File: src/rtl/pulse_cmd_pkg.sv
// rtl/pulse_cmd_pkg.sv - command codes, response constant and parser states for pulse_cmd_parser
package pulse_cmd_pkg;

    localparam logic [7:0] CMD_P1  = 8'h01;
    localparam logic [7:0] CMD_DLY = 8'h02;
    localparam logic [7:0] CMD_P2  = 8'h03;
    localparam logic [7:0] CMD_PER = 8'h04;
    localparam logic [7:0] RSP_NAK = 8'hEE;

    typedef enum logic [1:0] {
        IDLE = 2'd0,
        DATA = 2'd1,
        CSUM = 2'd2,
        RESP = 2'd3
    } state_t;

    function automatic logic is_cmd(input logic [7:0] b);
        return (b == CMD_P1) || (b == CMD_DLY) || (b == CMD_P2) || (b == CMD_PER);
    endfunction

endpackage

File: src/rtl/pulse_cmd_timer.sv
// rtl/pulse_cmd_timer.sv - inter-byte timeout counter; clear restarts it, counts only while enabled
module pulse_cmd_timer #(
    parameter int TIMEOUT_CYC = 100000
) (
    input  logic clk,
    input  logic resetn,
    input  logic clear,
    input  logic enable,
    output logic expire
);

    localparam int CW = $clog2(TIMEOUT_CYC + 1);

    logic [CW-1:0] cnt;

    // A byte arriving in the expiry cycle wins, so clear masks expire.
    assign expire = enable && !clear && (cnt == CW'(TIMEOUT_CYC - 1));

    always_ff @(posedge clk or negedge resetn) begin
        if (!resetn) begin
            cnt <= '0;
        end else if (clear || !enable || expire) begin
            cnt <= '0;
        end else begin
            cnt <= cnt + 1'b1;
        end
    end

endmodule

File: src/rtl/pulse_cmd_parser.sv
// rtl/pulse_cmd_parser.sv - UART byte-stream command parser writing pulse_gen timing registers
// Optional trailing XOR checksum byte: define PULSE_CMD_CHECKSUM_EN.
module pulse_cmd_parser
    import pulse_cmd_pkg::*;
#(
    parameter int DATA_W      = 32,
    parameter int TIMEOUT_CYC = 100000,
    parameter int P1_RST      = 10,
    parameter int DLY_RST     = 100,
    parameter int P2_RST      = 20,
    parameter int PER_RST     = 10000
) (
    input  logic              clk,
    input  logic              resetn,
    input  logic [7:0]        rx_data,
    input  logic              rx_valid,
    output logic [7:0]        tx_data,
    output logic              tx_valid,
    input  logic              tx_ready,
    output logic [DATA_W-1:0] p1_width,
    output logic [DATA_W-1:0] delay,
    output logic [DATA_W-1:0] p2_width,
    output logic [DATA_W-1:0] period,
    output logic              cfg_update,
    output logic              err_timeout,
    output logic              err_overrun
);

    localparam int NB  = DATA_W / 8;
    localparam int BCW = $clog2(NB + 1);

    state_t            state;
    logic [7:0]        cmd;
    logic [DATA_W-1:0] shreg;
    logic [DATA_W-1:0] shifted;
    logic [BCW-1:0]    bcnt;
    logic              last_byte;
    logic              expire;
    logic              wr_en;
    logic [DATA_W-1:0] wr_val;
`ifdef PULSE_CMD_CHECKSUM_EN
    logic [7:0]        csum;
`endif

    assign shifted   = DATA_W'({shreg, rx_data});
    assign last_byte = (bcnt == BCW'(NB - 1));

    pulse_cmd_timer #(
        .TIMEOUT_CYC (TIMEOUT_CYC)
    ) u_timer (
        .clk    (clk),
        .resetn (resetn),
        .clear  (rx_valid),
        .enable ((state == DATA) || (state == CSUM)),
        .expire (expire)
    );

    // Register write is decided combinationally so the value lands whole on the accepting edge.
    always_comb begin
        wr_en  = 1'b0;
        wr_val = shifted;
`ifdef PULSE_CMD_CHECKSUM_EN
        if (state == CSUM && rx_valid && rx_data == csum) begin
            wr_en  = 1'b1;
            wr_val = shreg;
        end
`else
        if (state == DATA && rx_valid && last_byte) begin
            wr_en = 1'b1;
        end
`endif
    end

    always_ff @(posedge clk or negedge resetn) begin
        if (!resetn) begin
            state       <= IDLE;
            cmd         <= '0;
            shreg       <= '0;
            bcnt        <= '0;
            tx_data     <= '0;
            tx_valid    <= 1'b0;
            err_timeout <= 1'b0;
            err_overrun <= 1'b0;
`ifdef PULSE_CMD_CHECKSUM_EN
            csum        <= '0;
`endif
        end else begin
            err_timeout <= 1'b0;
            case (state)
                IDLE: begin
                    if (rx_valid) begin
                        if (is_cmd(rx_data)) begin
                            cmd   <= rx_data;
                            shreg <= '0;
                            bcnt  <= '0;
`ifdef PULSE_CMD_CHECKSUM_EN
                            csum  <= rx_data;
`endif
                            state <= DATA;
                        end else begin
                            tx_data  <= RSP_NAK;
                            tx_valid <= 1'b1;
                            state    <= RESP;
                        end
                    end
                end
                DATA: begin
                    if (rx_valid) begin
                        shreg <= shifted;
                        bcnt  <= bcnt + 1'b1;
`ifdef PULSE_CMD_CHECKSUM_EN
                        csum  <= csum ^ rx_data;
                        if (last_byte) begin
                            state <= CSUM;
                        end
`else
                        if (last_byte) begin
                            tx_data  <= cmd;
                            tx_valid <= 1'b1;
                            state    <= RESP;
                        end
`endif
                    end else if (expire) begin
                        err_timeout <= 1'b1;
                        state       <= IDLE;
                    end
                end
`ifdef PULSE_CMD_CHECKSUM_EN
                CSUM: begin
                    if (rx_valid) begin
                        tx_data  <= (rx_data == csum) ? cmd : RSP_NAK;
                        tx_valid <= 1'b1;
                        state    <= RESP;
                    end else if (expire) begin
                        err_timeout <= 1'b1;
                        state       <= IDLE;
                    end
                end
`endif
                RESP: begin
                    if (rx_valid) begin
                        err_overrun <= 1'b1;
                    end
                    if (tx_valid && tx_ready) begin
                        tx_valid <= 1'b0;
                        state    <= IDLE;
                    end
                end
                default: state <= IDLE;
            endcase
        end
    end

    always_ff @(posedge clk or negedge resetn) begin
        if (!resetn) begin
            p1_width   <= DATA_W'(P1_RST);
            delay      <= DATA_W'(DLY_RST);
            p2_width   <= DATA_W'(P2_RST);
            period     <= DATA_W'(PER_RST);
            cfg_update <= 1'b0;
        end else begin
            cfg_update <= wr_en;
            if (wr_en) begin
                case (cmd)
                    CMD_P1:  p1_width <= wr_val;
                    CMD_DLY: delay    <= wr_val;
                    CMD_P2:  p2_width <= wr_val;
                    CMD_PER: period   <= wr_val;
                    default: ;
                endcase
            end
        end
    end

endmodule

File: config.mk
export PLATFORM = sky130hd
export DESIGN_NAME = pulse_cmd_parser
export DESIGN_NICKNAME = d
export VERILOG_FILES = /design/src/rtl/pulse_cmd_pkg.sv /design/src/rtl/pulse_cmd_timer.sv /design/src/rtl/pulse_cmd_parser.sv
export SDC_FILE = /design/constraint.sdc
export NUM_CORES = 1
export LEC_CHECK = 0
export ABC_AREA = 1
export CORE_ASPECT_RATIO = 0.5
export CORE_MARGIN = 2
export CORE_UTILIZATION = 47
export CTS_BUF_LIST = sky130_fd_sc_hd__clkbuf_16
export CTS_CLUSTER_SIZE = 12
export DETAILED_ROUTE_END_ITERATION = 16
export PLACE_DENSITY = 0.76
export SETUP_SLACK_MARGIN = 0.2
export SKIP_CTS_REPAIR_TIMING = 1
export SLEW_MARGIN = 20
export SYNTH_ARGS = -nofsm -noshare
export SYNTH_HDL_FRONTEND = slang
export SYNTH_HIERARCHICAL = 1
export SYNTH_SLANG_ARGS = --single-unit
File: constraint.sdc
create_clock -name clk -period 1.6 [get_ports clk]
set_input_delay 0.16 -clock clk [delete_from_list [all_inputs] [get_ports clk]]
set_output_delay 0.16 -clock clk [all_outputs]
set_load 0.02 [all_outputs]
==> results of run 1 <==
through the flow:
stage               total power, mW  area, sq um
finish                         13.8        13600
global route                   14.2        13600
CTS                            12.5        11200
detailed placement             8.10        10600
global placement               8.02        10600
floorplan                      7.10         8500
power by group through the flow:
stage | logic, mW | registers [mW] | clock network (mW)
after floorplan | 1.50 | 5.60 | 0
after global placement | 2.48 | 5.54 | 0
after detailed placement | 2.56 | 5.54 | 0
after CTS | 2.58 | 5.45 | 4.46
after global routing | 3.94 | 5.55 | 4.73
final | 3.76 | 5.54 | 4.53
cell families after synthesis:
family / share of synthesized area
and+or+nand+nor: 0.241
DFF: 0.584
buffers and inverters: 0.0718
AOI/OAI and AO/OA: 0.0855
xor gates and xnor gates: 0.00735
adders and majority gates: 0.0105
sequential cells by signal, indices dropped and copies added (netlist names):
register	cells
bcnt	3
cfg_update	1
cmd	8
delay	32
err_overrun	1
err_timeout	1
p1_width	32
p2_width	32
period	32
shreg	24
state	2
tx_data	8
tx_valid	1
u_timer/cnt	17
layout make-up:
class                   instances  area (sq um)
well taps                     234           293
fillers                       881          3780
clock inverters                15           190
flip-flops and latches        194          4870
repair buffers                271          3420
multi-input cells             601          4020
inverters                      89           354
clock buffers                  17           425
cells in the final DEF, fill, tap and decap left out, types with 4 or more instances in the layout:
cell,instances
clkdlybuf4s50_1,10
ha_4,4
buf_4,60
nand3_1,45
o21ai_2,69
nand4_1,7
dfrtp_1,180
nor2_2,9
nand2_8,6
nand3_4,4
o21ai_1,31
nor2_1,36
nand2_4,50
nand2_1,184
xor2_1,4
inv_6,5
nand3_2,33
buf_6,17
clkinv_8,6
buf_12,19
dfstp_2,12
nor2_4,5
clkbuf_16,37
dlymetal6s2s_1,137
inv_1,80
inv_2,6
nand2_2,86
worst max-delay path, cell delays in order, from the launching register on:
cell and delay (ns):
dfrtp_2 0.46, ha_4 0.20, buf_6 0.12, buf_12 0.13, o21ai_4 0.21, clkinv_4 0.19, nand2_4 0.23, nand2_1 0.11
nand2_1 0.11
metal layers:
metal  vias up  part of all wire
li1       3434                 -
met1      4073              0.38
met2       607              0.47
met3       179              0.10
met4         0             0.051
met5         -                 0
path summary, 6_finish.rpt:
| kind | startpoint | to | slack (ns) | cells past startpoint |
|---|---|---|---|---|
| hold reg to reg | cmd[5]$_DFFE_PN0P_ | cmd[5]$_DFFE_PN0P_ | 0.47 | 2 |
| setup reg to reg | state[0]$_DFFE_PN0P_ | shreg[1]$_DFFE_PN0P_ | -0.24 | 8 |
| hold / removal | resetn | p2_width[6]$_DFFE_PN0P_ | 0.25 | 2 |
| setup / recovery | state[0]$_DFFE_PN0P_ | shreg[1]$_DFFE_PN0P_ | -0.24 | 8 |
| max in group asynchronous | resetn | period[13]$_DFFE_PN1P_ | 0.68 | 3 |
| min in group clk | rx_data[2] | delay[2]$_DFFE_PN1P_ | 0.43 | 4 |
==> qor.txt, run 1 <==
Setup Viol. Count Final: 166
Min-Delay Path Class: in2async
Mapped Cells: 923
Maximum root-to-sink buffer count: 2
Post-synth top cells: nand2_1, dfrtp_1, inv_1
Starting Density: 0.481
Tcrit/Tclk final: 1.15
EDFF count, synth: 0
Average wire per standard cell: 23.5 um
RSZ-0062 raised after global routing: true
Leak: 8.57 nW
Final Hold Viols: 0
Synth warn: 6
Int Power: 8.81 mW
Max_slew headroom: 0.649
Syn nets: 942
Max cap viols: 0
Die ar.: 0.0189 sq mm
TritonCTS clock tree: yes
Async set-or-reset flop fraction in the synthesized netlist: 1.00
N_diodes: 0
Number of global-route vias before repair: 6904
PnR worst setup slack: -0.237 ns
GR Util All Layers: 0.235
Vert. Die Dim: 98.2 um
FMAX: 544 MHz
Initial antenna violation count: 0
GR Util met2: 0.392
Total global routing overflow: 0
Largest fanout on the critical path: 13
# port buffers: 151
Post-DRT Antenna Nets: 0
Hold WS: 0.252 ns
Met3 usage: 0.0442
Ys flop type: dfrtp_1
First-pass GRT wire length: 35.2 mm
Flop pwr share: 0.400
Minimum clock period: 1.84 ns
Clk_skew: 0.0245 ns
Setup crit end kind: flip-flop
Seq cells post-synth: 194
Outcome: complete, but fails checks
Worst slew pin tran: 0.527 ns
Final wirelength: 33.3 mm
Clock Latency Late Sink: 0.46 ns
DP Cell Count: 1329
DR pass1 iterations: 6
Htree depth: 4
Clk root buf: clkbuf_16
Final net count: 1193
DRC: 0
Met1 Resource Use GR: 0.320
Fraction of layout cells with a size suffix above 1: 0.383
CTS clk-pin slew, worst paths: 0.08 ns
# IOs: 152
CP Launch Type: flip-flop
Register area share after synthesis: 0.584
Worst VDD drop: 0.857 mV
Num CTS Buffers: 17
Post-synth top area share: 0.546
Switch share: 0.363
Die width: 192 um
Combinational share of power: 0.272
DP HPWL: 15.0 mm
Area grow syn2layout: 62.7%
Vias/cell: 5.84
Sw power: 5.02 mW
1st-iter DRT viols: 892
Synthesized cell area: 0.00834 sq mm
Pin count of the biggest net entering global routing: 59
Post-layout util: 0.782
Mean Syn Cell Area: 9.04 sq um
PD cells: 1020 mW/mm^2
Violated checks: negative setup slack
CP required: 1.98 ns
Layer with the highest usage: met2
Final setup TNS: -21.34 ns
Final std cells w/o fill: 1421
TritonCTS Sinks: 194
Via count: 8293
Pre-CTS setup slack: -0.235 ns
Max-slew violations: 0
Post-synth top area cell: dfrtp_1
Critical path class: reg2reg
Routability congestion estimate: 0.907
Clock Power Share: 0.328
Netlist cell types: 34
Row Count: 34
Area contributors post-synth: dfrtp_1, nand2_1, nand3_1, o21ai_1, dfstp_2
Most frequent cell after synthesis: nand2_1
Core area: 0.0174 sq mm
Worst path arrival time: 2.22 ns
Power figures use the tool's default switching activity.
==> run 2, diff against run 1 <==
- ABC_AREA: 1 -> not set
==> run 2 against run 1 <==
The flow still finishes with violations (negative setup slack); sequential power is 7.9% higher; largest power group unchanged; sequential cell count did not move; highest routed layer unchanged; global-route usage down 2.1 points.
==> qor.txt, run 2 <==
Outcome: complete, but fails checks
Violated checks: negative setup slack
Vert. Die Dim: 95.0 um (-3.3%)
Area taken by multi-input logic gates: 0.00351 sq mm (-13%)
Register-to-register setup slack: -0.46 ns (-0.22 ns)
CP required: 1.92 ns (-0.06 ns)
Minimum clock period: 2.06 ns (+0.223 ns)
Post-synth top area cell: dfrtp_1
Total global routing overflow: 0 (unchanged)
Clk root buf: clkbuf_16
Row Count: 33 (-2.9%)
Clk_skew: 0.0190 ns (-0.00546 ns)
Routability congestion estimate: 0.763 (-16%)
Clock Power Share: 0.305 (-0.023)
Post-DRT Antenna Nets: 0 (unchanged)
Max-slew violations: 0 (unchanged)
Worst slew pin tran: 0.389 ns (-0.138 ns)
Seq cells post-synth: 194 (unchanged)
Design Power: 14.2 mW (+2.4%)
Placed cell area: 0.0104 sq mm (-2.2%)
FF-to-FF Start: cmd[6]$_DFFE_PN0P_
RSZ-0062 raised after global routing: true
Die width: 186 um (-3.4%)
# port buffers: 151 (unchanged)
N_diodes: 0 (unchanged)
Syn nets: 537 (-43%)
CTS clk-pin slew, worst paths: 0.08 ns (about the same)
GR Util All Layers: 0.214 (-0.0212)
Synth warn: 6 (unchanged)
Post-synth top cells: dfrtp_1, mux2_2, a22o_1
Clock Latency Late Sink: 0.45 ns (about the same)
Average wire per standard cell: 23.0 um (-2.1%)
Register area share after synthesis: 0.626 (+0.0425)
Max_slew headroom: 0.739 (+0.0903)
Final Hold Viols: 0 (unchanged)
Starting Density: 0.478 (-0.00261)
Switch share: 0.319 (-0.0440)
Flop pwr share: 0.422 (+0.022)
Core area: 0.0163 sq mm (-6.3%)
Worst path arrival time: 2.38 ns (+0.16 ns)
TritonCTS clock tree: yes
Leak: 8.28 nW (-3.3%)
Most frequent cell after synthesis: dfrtp_1
Pin count of the biggest net entering global routing: 75 (+27%)
Worst VDD drop: 0.892 mV (+4.1%)
Sw power: 4.52 mW (-10%)
Max cap viols: 0 (unchanged)
Maximum root-to-sink buffer count: 2 (unchanged)
Die ar.: 0.0177 sq mm (-6.6%)
Design area: 0.0124 sq mm (-8.5%)
Int Power: 9.65 mW (+9.5%)
Area grow syn2layout: 59.6%
Ys flop type: dfrtp_1
Tcrit/Tclk final: 1.29 (+0.139)
DP HPWL: 12.2 mm (-19%)
First-pass GRT wire length: 28.4 mm (-19%)
Initial antenna violation count: 0 (unchanged)
Final wirelength: 23.2 mm (-30%)
Num CTS Buffers: 17 (unchanged)
Number of global-route vias before repair: 5271 (-24%)
Mapped Cells: 518 (-44%)
Vias/cell: 5.38 (-7.8%)
Area contributors post-synth: dfrtp_1, mux2_2, dfstp_2, a22o_1, xnor2_1
Commonest non-fill, non-tap cell in the layout: dfrtp_1
Post-synth top area share: 0.586 (+0.0397)
Mean Syn Cell Area: 15.0 sq um (+66%)
Largest fanout on the critical path: 14 (+1)
Setup Viol. Count Final: 167 (+0.60%)
Worst r2r dst: p1_width[28]$_DFFE_PN0P_
Setup crit end kind: flip-flop
Min-Delay Path Class: in2async
Fraction of layout cells with a size suffix above 1: 0.458 (+0.0746)
# IOs: 152 (unchanged)
FF/Latch Area: 0.00487 sq mm (about the same)
TritonCTS Sinks: 194 (unchanged)
CP Launch Type: flip-flop
FMAX: 486 MHz (-11%)
Commonest cells after routing, fill and taps aside: dfrtp_1, dlymetal6s2s_1, mux2_4
DR pass1 iterations: 4 (-2)
Htree depth: 4 (unchanged)
R2R cell count: 6 (-2)
Combinational share of power: 0.273 (about the same)
PnR worst setup slack: -0.460 ns (-0.223 ns)
Critical path class: reg2reg
DRC: 0 (unchanged)
Final net count: 790 (-34%)
PD cells: 1140 mW/mm^2 (+12%)
Netlist cell types: 48 (+41%)
# fillers: 887 (+0.68%)
Async set-or-reset flop fraction in the synthesized netlist: 1.00 (unchanged)
1st-iter DRT viols: 371 (-58%)
Synthesized cell area: 0.00778 sq mm (-6.8%)
Via count: 5441 (-34%)
EDFF count, synth: 0 (unchanged)
-- run 2: changes by cell type after synthesis, sizes merged, moves of 11 or more --
cell / delta
o21ai: -104
nand3: -74
buf: -17
xnor2: +11
mux2: +138
inv: -75
nor2: -24
nand2: -315
a22o: +27
-- run 2: cell families (layout without fill, tap and decap cells) --
family          after synthesis  count (layout)  share of synthesized area
buf+inv                      37             303                     0.0288
flops                       194             194                      0.626
mux                         142             142                      0.205
xor+xnor                     15              15                     0.0169
compound gates               37              37                     0.0430
simple gates                 86              86                     0.0689
fa+ha+maj                     7               7                     0.0113
-- run 2: power groups by stage --
stage          logic [mW]  registers (mW)  clock network, mW
2_1_floorplan        1.48            5.95                  0
3_3_place_gp         2.54            6.01                  0
3_5_place_dp         2.61            6.02                  0
4_1_cts              2.63            5.93               4.36
5_1_grt              4.04            6.04               4.61
6_report             3.86            5.98               4.32
-- run 2: critical path, stage by stage (launching register included) --
cell and delay, ns:
dfrtp_1 0.42, nor4_2 0.35, buf_4 0.18, and3_4 0.18, and3b_2 0.29, buf_12 0.20, mux2_4 0.33
-- run 2: worst max-delay path by stage --
stage	end	depth (start not counted)	startpoint	slack [ns]
final	p1_width[28]$_DFFE_PN0P_	6	cmd[6]$_DFFE_PN0P_	-0.46
after global routing	p2_width[23]$_DFFE_PN0P_	7	cmd[6]$_DFFE_PN0P_	-0.51
after CTS	p1_width[9]$_DFFE_PN0P_	6	cmd[5]$_DFFE_PN0P_	-0.49
after detailed placement	p1_width[6]$_DFFE_PN0P_	6	cmd[6]$_DFFE_PN0P_	-0.54
after global placement	p1_width[11]$_DFFE_PN0P_	6	cmd[6]$_DFFE_PN0P_	-0.49
after floorplan	p1_width[0]$_DFFE_PN0P_	8	bcnt[0]$_DFFE_PN0P_	-0.27
-- run 2: final cells by class --
class                      count  share of cell area
inverter                      14             0.00464
tap                          227              0.0229
clock buffer                  17              0.0343
sequential                   194               0.392
timing repair buffer         257               0.250
clock inverter                15              0.0139
multi-input combinational    287               0.283
-- run 2: stage by stage --
stage                     setup TNS [ns]  utilization  instances  setup slack (ns)  hold slack, ns
after global routing              -58.05        0.763       1011            -0.507           0.138
after CTS                         -54.68        0.674        977            -0.491          -0.431
after detailed placement          -72.05        0.637        945            -0.542          0.0374
after floorplan                   -23.81            -        518            -0.265          -0.136
after global placement            -65.22        0.637        945            -0.494          0.0350
final                             -51.12        0.763       1011            -0.460           0.136
-- run 2: routing by layer --
layer,track usage,part of all wire,vias up
li1,-,-,2350
met5,0,0,-
met4,0.0696,0.024,0
met1,0.292,0.42,2881
met2,0.352,0.51,171
met3,0.0363,0.051,39
==> run 3, diff against run 2 <==
- CAP_MARGIN: not set -> 25
==> results of run 3 <==
No change in the layout: final DEF, timing and power equal those of run 2.
